[config.mk]
export PLATFORM = sky130hd
export DESIGN_NAME = sc_matrix_tx_flat
export DESIGN_NICKNAME = d
export VERILOG_FILES = /design/src/rtl/sc_matrix_tx_if.sv /design/src/rtl/sc_matrix_tx.sv /design/src/flat_wrapper.sv
export SDC_FILE = /design/constraint.sdc
export NUM_CORES = 1
export LEC_CHECK = 0
export CAP_MARGIN = 40
export CORE_UTILIZATION = 25
export DETAILED_ROUTE_END_ITERATION = 7
export MAX_ROUTING_LAYER = met4
export PLACE_DENSITY = 0.47
export SYNTH_ARGS = -nofsm -noshare
export SYNTH_HDL_FRONTEND = slang
export SYNTH_SLANG_ARGS = --single-unit
export TNS_END_PERCENT = 10
[constraint.sdc]
create_clock -name SC_MATRIXTX_CLOCK_50 -period 3.85 [get_ports SC_MATRIXTX_CLOCK_50]
set_clock_uncertainty 0.15 [all_clocks]
set_input_delay 0.385 -clock SC_MATRIXTX_CLOCK_50 [delete_from_list [all_inputs] [get_ports SC_MATRIXTX_CLOCK_50]]
set_output_delay 0.385 -clock SC_MATRIXTX_CLOCK_50 [all_outputs]
set_load 0.005 [all_outputs]
[src/rtl/sc_matrix_tx_if.sv]
// Screen-source handshake and MAX7219 serial pins for sc_matrix_tx.
interface sc_matrix_tx_if;
  logic       SC_MATRIXTX_start_In;
  logic [7:0] SC_MATRIXTX_rowData_InBUS;
  logic [2:0] SC_MATRIXTX_rowSel_OutBUS;
  logic       SC_MATRIXTX_busy_Out;
  logic       SC_MATRIXTX_done_Out;
  logic       SC_MATRIXTX_din_Out;
  logic       SC_MATRIXTX_sclk_Out;
  logic       SC_MATRIXTX_load_Out;

  modport master (
    output SC_MATRIXTX_start_In,
    output SC_MATRIXTX_rowData_InBUS,
    input  SC_MATRIXTX_rowSel_OutBUS,
    input  SC_MATRIXTX_busy_Out,
    input  SC_MATRIXTX_done_Out,
    input  SC_MATRIXTX_din_Out,
    input  SC_MATRIXTX_sclk_Out,
    input  SC_MATRIXTX_load_Out
  );

  modport slave (
    input  SC_MATRIXTX_start_In,
    input  SC_MATRIXTX_rowData_InBUS,
    output SC_MATRIXTX_rowSel_OutBUS,
    output SC_MATRIXTX_busy_Out,
    output SC_MATRIXTX_done_Out,
    output SC_MATRIXTX_din_Out,
    output SC_MATRIXTX_sclk_Out,
    output SC_MATRIXTX_load_Out
  );
endinterface

[src/rtl/sc_matrix_tx.sv]
// MAX7219 8x8 matrix transmitter: init sequence, then 8-row refresh on start.
// Define SC_MATRIXTX_DISPLAYTEST_EN to send display-test-on as first init frame.
module sc_matrix_tx #(
  parameter int         CLKDIV    = 4,
  parameter logic [3:0] INTENSITY = 4'h8
) (
  input logic           SC_MATRIXTX_CLOCK_50,
  input logic           SC_MATRIXTX_RESET_InHigh,
  sc_matrix_tx_if.slave bus
);

  typedef enum logic [2:0] {
    INIT_LOAD,
    IDLE,
    ROW_REQ,
    ROW_LOAD,
    SHIFT,
    LATCH
  } state_t;

  localparam logic [7:0] HALF_MAX = 8'(CLKDIV - 1);
`ifdef SC_MATRIXTX_DISPLAYTEST_EN
  localparam logic [15:0] TEST_FRAME = 16'h0F01;
`else
  localparam logic [15:0] TEST_FRAME = 16'h0F00;
`endif

  logic        clk;
  logic        rst;
  state_t      state;
  state_t      state_n;
  logic [2:0]  init_idx;
  logic [2:0]  row;
  logic        refresh;
  logic [15:0] shreg;
  logic [3:0]  bit_cnt;
  logic [7:0]  half_cnt;
  logic        phase;
  logic        half_end;
  logic        bit_last;
  logic        done;
  logic [3:0]  row_addr;

  assign clk      = SC_MATRIXTX_CLOCK_50;
  assign rst      = SC_MATRIXTX_RESET_InHigh;
  assign half_end = (half_cnt == HALF_MAX);
  assign bit_last = (bit_cnt == 4'd15);
  assign row_addr = {1'b0, row} + 4'd1;

  function automatic logic [15:0] init_frame(input logic [2:0] idx);
    case (idx)
      3'd0:    init_frame = TEST_FRAME;
      3'd1:    init_frame = 16'h0900;
      3'd2:    init_frame = {12'h0A0, INTENSITY};
      3'd3:    init_frame = 16'h0B07;
      default: init_frame = 16'h0C01;
    endcase
  endfunction

  always_comb begin
    state_n = state;
    done    = 1'b0;
    unique case (state)
      INIT_LOAD: state_n = SHIFT;
      IDLE:      if (bus.SC_MATRIXTX_start_In) state_n = ROW_REQ;
      ROW_REQ:   state_n = ROW_LOAD;
      ROW_LOAD:  state_n = SHIFT;
      SHIFT:     if (phase && half_end && bit_last) state_n = LATCH;
      LATCH: begin
        if (phase && half_end) begin
          if (!refresh) begin
            state_n = (init_idx == 3'd5) ? IDLE : SHIFT;
          end else if (row == 3'd7) begin
            state_n = IDLE;
            done    = 1'b1;
          end else begin
            state_n = ROW_REQ;
          end
        end
      end
      default:   state_n = INIT_LOAD;
    endcase
  end

  // done fires in the last gap cycle, so busy drops with it before IDLE
  assign bus.SC_MATRIXTX_busy_Out      = (state != IDLE) && !done;
  assign bus.SC_MATRIXTX_done_Out      = done;
  assign bus.SC_MATRIXTX_load_Out      = (state != SHIFT);
  assign bus.SC_MATRIXTX_sclk_Out      = (state == SHIFT) && phase;
  assign bus.SC_MATRIXTX_din_Out       = (state == SHIFT) && shreg[15];
  assign bus.SC_MATRIXTX_rowSel_OutBUS = row;

  always_ff @(posedge clk) begin
    if (rst) begin
      state    <= INIT_LOAD;
      init_idx <= '0;
      row      <= '0;
      refresh  <= 1'b0;
      shreg    <= '0;
      bit_cnt  <= '0;
      half_cnt <= '0;
      phase    <= 1'b0;
    end else begin
      state <= state_n;
      unique case (state)
        INIT_LOAD: begin
          shreg    <= init_frame(init_idx);
          init_idx <= init_idx + 3'd1;
          bit_cnt  <= '0;
          half_cnt <= '0;
          phase    <= 1'b0;
        end
        IDLE: begin
          if (bus.SC_MATRIXTX_start_In) begin
            refresh <= 1'b1;
            row     <= '0;
          end
        end
        ROW_LOAD: begin
          shreg    <= {4'h0, row_addr, bus.SC_MATRIXTX_rowData_InBUS};
          bit_cnt  <= '0;
          half_cnt <= '0;
          phase    <= 1'b0;
        end
        SHIFT: begin
          if (half_end) begin
            half_cnt <= '0;
            phase    <= ~phase;
            if (phase && !bit_last) begin
              bit_cnt <= bit_cnt + 4'd1;
              shreg   <= {shreg[14:0], 1'b0};
            end
          end else begin
            half_cnt <= half_cnt + 8'd1;
          end
        end
        LATCH: begin
          if (half_end) begin
            half_cnt <= '0;
            phase    <= ~phase;
            if (phase) begin
              bit_cnt <= '0;
              if (!refresh) begin
                if (init_idx != 3'd5) begin
                  shreg    <= init_frame(init_idx);
                  init_idx <= init_idx + 3'd1;
                end
              end else if (row == 3'd7) begin
                refresh <= 1'b0;
              end else begin
                row <= row + 3'd1;
              end
            end
          end else begin
            half_cnt <= half_cnt + 8'd1;
          end
        end
        default: begin
        end
      endcase
    end
  end

endmodule

[src/flat_wrapper.sv]
// flat-port wrapper written by rule: the top's interface ports become plain ports
module sc_matrix_tx_flat 
#(
  parameter int         CLKDIV    = 4,
  parameter logic [3:0] INTENSITY = 4'h8
)
  (SC_MATRIXTX_CLOCK_50, SC_MATRIXTX_RESET_InHigh, bus_SC_MATRIXTX_start_In, bus_SC_MATRIXTX_rowData_InBUS, bus_SC_MATRIXTX_rowSel_OutBUS, bus_SC_MATRIXTX_busy_Out, bus_SC_MATRIXTX_done_Out, bus_SC_MATRIXTX_din_Out, bus_SC_MATRIXTX_sclk_Out, bus_SC_MATRIXTX_load_Out);
  sc_matrix_tx_if bus_i ();
  input logic SC_MATRIXTX_CLOCK_50;
  input logic SC_MATRIXTX_RESET_InHigh;
  input wire logic [$bits(bus_i.SC_MATRIXTX_start_In)-1:0] bus_SC_MATRIXTX_start_In;
  input wire logic [$bits(bus_i.SC_MATRIXTX_rowData_InBUS)-1:0] bus_SC_MATRIXTX_rowData_InBUS;
  output wire logic [$bits(bus_i.SC_MATRIXTX_rowSel_OutBUS)-1:0] bus_SC_MATRIXTX_rowSel_OutBUS;
  output wire logic [$bits(bus_i.SC_MATRIXTX_busy_Out)-1:0] bus_SC_MATRIXTX_busy_Out;
  output wire logic [$bits(bus_i.SC_MATRIXTX_done_Out)-1:0] bus_SC_MATRIXTX_done_Out;
  output wire logic [$bits(bus_i.SC_MATRIXTX_din_Out)-1:0] bus_SC_MATRIXTX_din_Out;
  output wire logic [$bits(bus_i.SC_MATRIXTX_sclk_Out)-1:0] bus_SC_MATRIXTX_sclk_Out;
  output wire logic [$bits(bus_i.SC_MATRIXTX_load_Out)-1:0] bus_SC_MATRIXTX_load_Out;
  assign bus_i.SC_MATRIXTX_start_In = bus_SC_MATRIXTX_start_In;
  assign bus_i.SC_MATRIXTX_rowData_InBUS = bus_SC_MATRIXTX_rowData_InBUS;
  assign bus_SC_MATRIXTX_rowSel_OutBUS = bus_i.SC_MATRIXTX_rowSel_OutBUS;
  assign bus_SC_MATRIXTX_busy_Out = bus_i.SC_MATRIXTX_busy_Out;
  assign bus_SC_MATRIXTX_done_Out = bus_i.SC_MATRIXTX_done_Out;
  assign bus_SC_MATRIXTX_din_Out = bus_i.SC_MATRIXTX_din_Out;
  assign bus_SC_MATRIXTX_sclk_Out = bus_i.SC_MATRIXTX_sclk_Out;
  assign bus_SC_MATRIXTX_load_Out = bus_i.SC_MATRIXTX_load_Out;
  sc_matrix_tx #(.CLKDIV(CLKDIV), .INTENSITY(INTENSITY)) u_core (.SC_MATRIXTX_CLOCK_50(SC_MATRIXTX_CLOCK_50), .SC_MATRIXTX_RESET_InHigh(SC_MATRIXTX_RESET_InHigh), .bus(bus_i));
endmodule
# --- Yosys cells after proc, flatten, opt, wreduce, memory -nomap -nowiden ---
# Cells that the tools add are included.
word_totals:
  ff_bits: 39
  latch_bits: 0
  ramBits: 0
  mem_bits_ro: 0
  output_inout_bits: 8
  elab_cells: 110
  memories: 0
op_classes:
  addsub: 5
  n_mul: 0
  div: 0
  n_lt_le_gt_ge: 0
  eq_ne: 27
  shifts: 0
  mux: 45
  bitwise_logic: 1
  reduce_logical: 24
ops:
  columns: ["op", "count"]
  rows:
  - ["$mux 16", 6]
  - ["$pmux 16 s4", 1]
  - ["$pmux 11 s4", 1]
  - ["$mux 3", 14]
  - ["$mux 4", 4]
  - ["$ne 2x1->1 const B", 8]
  - ["$pmux 8 s2", 1]
  - ["$pmux 3 s5", 1]
  - ["$eq 3x2->1 const B", 4]
  - ["$eq 3x3->1 const B", 4]
  - ["$pmux 3 s2", 2]
  - ["$pmux 4 s3", 1]
  - ["$mux 1", 10]
  - ["$reduce_and 5->1", 2]
  - ["$add 8x1->8 const B", 1]
  - ["$eq 8x2->1 const B", 1]
  - ["$mux 8", 1]
  - ["$ne 2x2->1 const B", 4]
  - ["$reduce_and 7->1", 1]
  - ["$add 3x1->3 const B", 2]
  - ["$eq 3x1->1 const B", 2]
  - ["$logic_and 1x1->1", 6]
  - ["$logic_not 3->1", 2]
  - ["$ne 3x3->1 const B", 2]
  - ["other kinds (16)", 21]

# --- Logic depth before layout (Yosys ltp) ---
logic_depth:
  depth_word: 7
  mapped_depth: 8

# --- Worst setup path before layout ---
# OpenSTA, ideal clock, no wires.
synth_timing:
  path_kind: "register to register"
  start: "reg u_core.half_cnt[0]"
  end: "reg u_core.row[0] (netlist: u_core.bus.SC_MATRIXTX_rowSel_OutBUS[0])"
  arrival_time_ns: 1.826
  required_ns: 3.629
  path_slack_ns: 1.804
  stages_incl_launch_ff: 7
  n_path_buf: 0
  path_cell_list: "dfxtp_1 > ha_1 > nor4b_4 > a21oi_2 > or3_4 > or3_1 > a21oi_1"
synth_via:
  elab_chain_len: 3
synth_lines:
  columns: ["item", "line", "rtl"]
  rows:
  - ["from (decl)", "sc_matrix_tx.sv:37", "logic [7:0] half_cnt;"]
  - ["from (signal assigned)", "sc_matrix_tx.sv:134", "half_cnt <= half_cnt + 8'd1;"]
  - ["from (signal assigned)", "sc_matrix_tx.sv:155", "half_cnt <= half_cnt + 8'd1;"]
  - ["$eq 8x2->1", "sc_matrix_tx.sv:46", "assign half_end = (half_cnt == HALF_MAX);"]
  - ["$ne 2x1->1 (no source line)", null, null]
  - ["$reduce_and 6->1 (no source line)", null, null]
  - ["to (signal assigned)", "sc_matrix_tx.sv:151", "row <= row + 3'd1;"]
  - ["to (decl)", "sc_matrix_tx.sv:33", "logic [2:0] row;"]
# Every way passes these cells.
# A chain may end at the register's enable or synchronous reset.

# --- Worst setup path in the final report ---
layout_timing:
  start: "reg u_core.half_cnt[0]"
  end: "out bus_SC_MATRIXTX_done_Out"
layout_via:
  elab_chain_len: 4
layout_lines:
  columns: ["item", "line", "rtl"]
  rows:
  - ["$eq 8x2->1", "sc_matrix_tx.sv:46", null]
  - ["$logic_and 1x1->1", "sc_matrix_tx.sv:70", "if (phase && half_end) begin"]
  - ["$mux 1", "sc_matrix_tx.sv:70", null]
  - ["$mux 1", "sc_matrix_tx.sv:63", "unique case (state)"]
  - ["to (decl)", "flat_wrapper.sv:15", "output wire logic [$bits(bus_i.SC_MATRIXTX_done_Out)-1:0] bus_SC_MATRIXTX_done_Out;"]
# Every way passes these cells.

==> metrics.cfg <==
[synthesis]
yosys.area.top_type=dfxtp_1
synth_fp_nets=273
synthCells=253
synth_top_area_share_pct=36.49
ys_top_cells_by_area=dfxtp_1 (36%), a21oi_1 (6.5%), ha_1 (5.3%)
ys_seq_area_share_pct=36.49
synth-main-ff-cell=dfxtp_1
ys_types=45
synth_edf_count=0
yosys_warnings=0
syn_area_per_cell_um2=8.457
ys_async_sr_fraction_pct=0
syn-cell-area_um2=2140
ys_ff_latch=39

[drt]
routed_via_density=5.120
post_drt_wl_per_cell_um=14.21
drtAntennaViolNets=0
routed_wl_um=5344
drt_iter0_markers=87
via_count=1925
drtPass1Iterations=4
drc=0

[outcome]
status=completed

[power]
power.leakage_nw=0.9421
vdd_drop_max_mv=0.1765
power_density_nw_per_um2=472.8

[timing]
worst_hold_slack_ps=327.8
tns_ps=0
final.setup.worst_slack_ps=1158
period_needed_ps=2692
slew_viol_final=0
fmaxAchievable_mhz=371.5
relSlewSlack_pct=49.00
hold_viol=0
worstMarginPinSlew_ps=759.6
fin_crit_sh_pct=69.92
rsz0062_at_grt=no
setup_viol=0

[placed_design]
detailed_place.area_um2=2442
numPortBuffers=18
place.detailed.hpwl_um=3681
gp_congestion=0.7751
dp_slack_ps=1470

[setup_path]
critPathArrivalTime_ps=2160
reg2reg_from=u_core.half_cnt[0]$_SDFFE_PP0P_
crit_path_max_fanout=7
critical_path_class=flip-flop to output pin
end_kind=output pin
reg2reg_to=u_core.bus.SC_MATRIXTX_rowSel_OutBUS[0]$_SDFFE_PP0P_
crit_path_start_kind=flip-flop
r2r_setup_slack_ps=1540
crit_required_ps=3310
worstRegToRegCells=6

[clock_network]
clock_latency_ps=290
clock-sinks=39
ctsResizeCount=0
cts_inserted_buffers=5
path_clk_slew_ps=80
cts_buffer_depth=2
tritoncts=done
ctsHoldBuffers=0
postCtsSetupBuffers=0
htree_levels=2
clockRootBuffer=clkbuf_8

[die]
io_pins=19
rows=33
core-area_um2=8258
initial_core_util_pct=25.91
fp.dieArea_um2=8932
dieWidth_um=94.51
die_y_um=94.51

[run]
max-cap-violations=0

[worst_hold_path]
min_path_cells=2
hold_class=flip-flop to flip-flop
worstHoldStart=u_core.shreg[8]$_SDFFE_PP0P_
hold_path_end=u_core.shreg[8]$_SDFFE_PP0P_

[finish]
area_delta_synth_final_pct=19.42
multiInputGateArea_um2=1275
drive_gt1_share_pct=8.118
antenna_cells=0
finalCoreUtilization_pct=30.94
nNetsFinal=290
post-route-cell-area_um2=2555
nFillCells=898
regArea_um2=780.7

[global_route]
grtUsageTotal_pct=13.43
grt_max_degree=36
antenna_found_initial=0
grt_pass1_vias=1910
grt_first_pass_wirelength_um=9183
overflow=0

per-stage QoR:
| step | cells | power (mW) |
|---|---|---|
| floorplan | 253 | 0.7639 |
| global placement | 367 | 0.8637 |
| detailed placement | 368 | 0.8694 |
| CTS | 376 | 1.228 |
| global route | 376 | 1.289 |
| finish | 376 | 1.208 |
registers in the layout (all words and copies together) (netlist names):
| register | cells |
|---|---|
| u_core.shreg | 16 |
| u_core.refresh | 1 |
| u_core.bus.SC_MATRIXTX_rowSel_OutBUS | 3 |
| u_core.half_cnt | 8 |
| u_core.phase | 1 |
| u_core.bit_cnt | 4 |
| u_core.init_idx | 3 |
| u_core.state | 3 |
worst max-delay path, cell delays in order (launching register included):
cell and delay [ps]:
dfxtp_1 380, ha_1 230, nor4b_4 410, nand2_1 130
nor3_1 180, clkdlybuf4s50_1 520
synth_stat cells, types with 6 or more instances:
library cell	number
a211oi_1	10
a21oi_1	28
a22oi_1	10
a311oi_1	8
clkbuf_1	13
dfxtp_1	39
ha_1	9
inv_1	7
nand2_1	18
nand2b_1	6
nand3_1	7
nor2_1	19
nor3_1	9
o21ai_0	10
cell families after synthesis:
group	after synthesis	share of synthesized area, %
fa+ha+maj	9	5.263
buf+inv	22	3.918
simple gates	89	23.68
compound gates	88	28.01
mux	3	1.404
xor+xnor	3	1.228
flops	39	36.49
cells in the final DEF (no fill, tap or decap), types with 5 or more instances in the layout:
cell	count
nand3_1	7
buf_4	6
o21ai_0	10
nand2b_1	6
ha_1	9
a211oi_1	10
dfxtp_1	39
and3_1	5
nor3_1	9
a311oi_1	8
a21oi_1	28
inv_1	7
a22oi_1	10
clkbuf_8	5
clkdlybuf4s50_1	18
nor2b_1	5
nor2_1	19
nand2_1	18
per-layer routing:
| metal | track usage (%) | wire length [um] |
|---|---|---|
| met1 | 16.97 | 2643 |
| met2 | 21.92 | 2484 |
| met3 | 2.415 | 159 |
| met4 | 3.788 | 57 |
| met5 | - | 0 |
layout make-up:
cell class | instances | share of cell area, %
multi-input cells | 192 | 49.90
flip-flops and latches | 39 | 30.56
repair buffers | 24 | 8.815
well taps | 105 | 5.142
clock buffers | 5 | 2.693
clock inverters | 3 | 1.714
inverters | 8 | 1.175
how the worst max path moves through the flow:
stage / startpoint / endpoint / slack (ps) / depth (start not counted)
floorplan: u_core.half_cnt[0]$_SDFFE_PP0P_ / u_core.bus.SC_MATRIXTX_rowSel_OutBUS[0]$_SDFFE_PP0P_ / 1800 / 6
global placement: u_core.half_cnt[0]$_SDFFE_PP0P_ / bus_SC_MATRIXTX_done_Out / 1510 / 5
detailed placement: u_core.half_cnt[0]$_SDFFE_PP0P_ / bus_SC_MATRIXTX_done_Out / 1470 / 5
CTS: u_core.half_cnt[0]$_SDFFE_PP0P_ / bus_SC_MATRIXTX_done_Out / 1130 / 5
global route: u_core.half_cnt[0]$_SDFFE_PP0P_ / bus_SC_MATRIXTX_busy_Out / 930 / 6
finish: u_core.half_cnt[0]$_SDFFE_PP0P_ / bus_SC_MATRIXTX_done_Out / 1160 / 5
where the power goes:
group | switching [mW] | internal [mW] | total (mW) | leakage (nW)
Sequential | 0.0472 | 0.455 | 0.502 | 0.318
Combinational | 0.205 | 0.151 | 0.356 | 0.566
Clock | 0.157 | 0.193 | 0.351 | 0.0581
No activity file was read; power rests on OpenSTA's default activity.
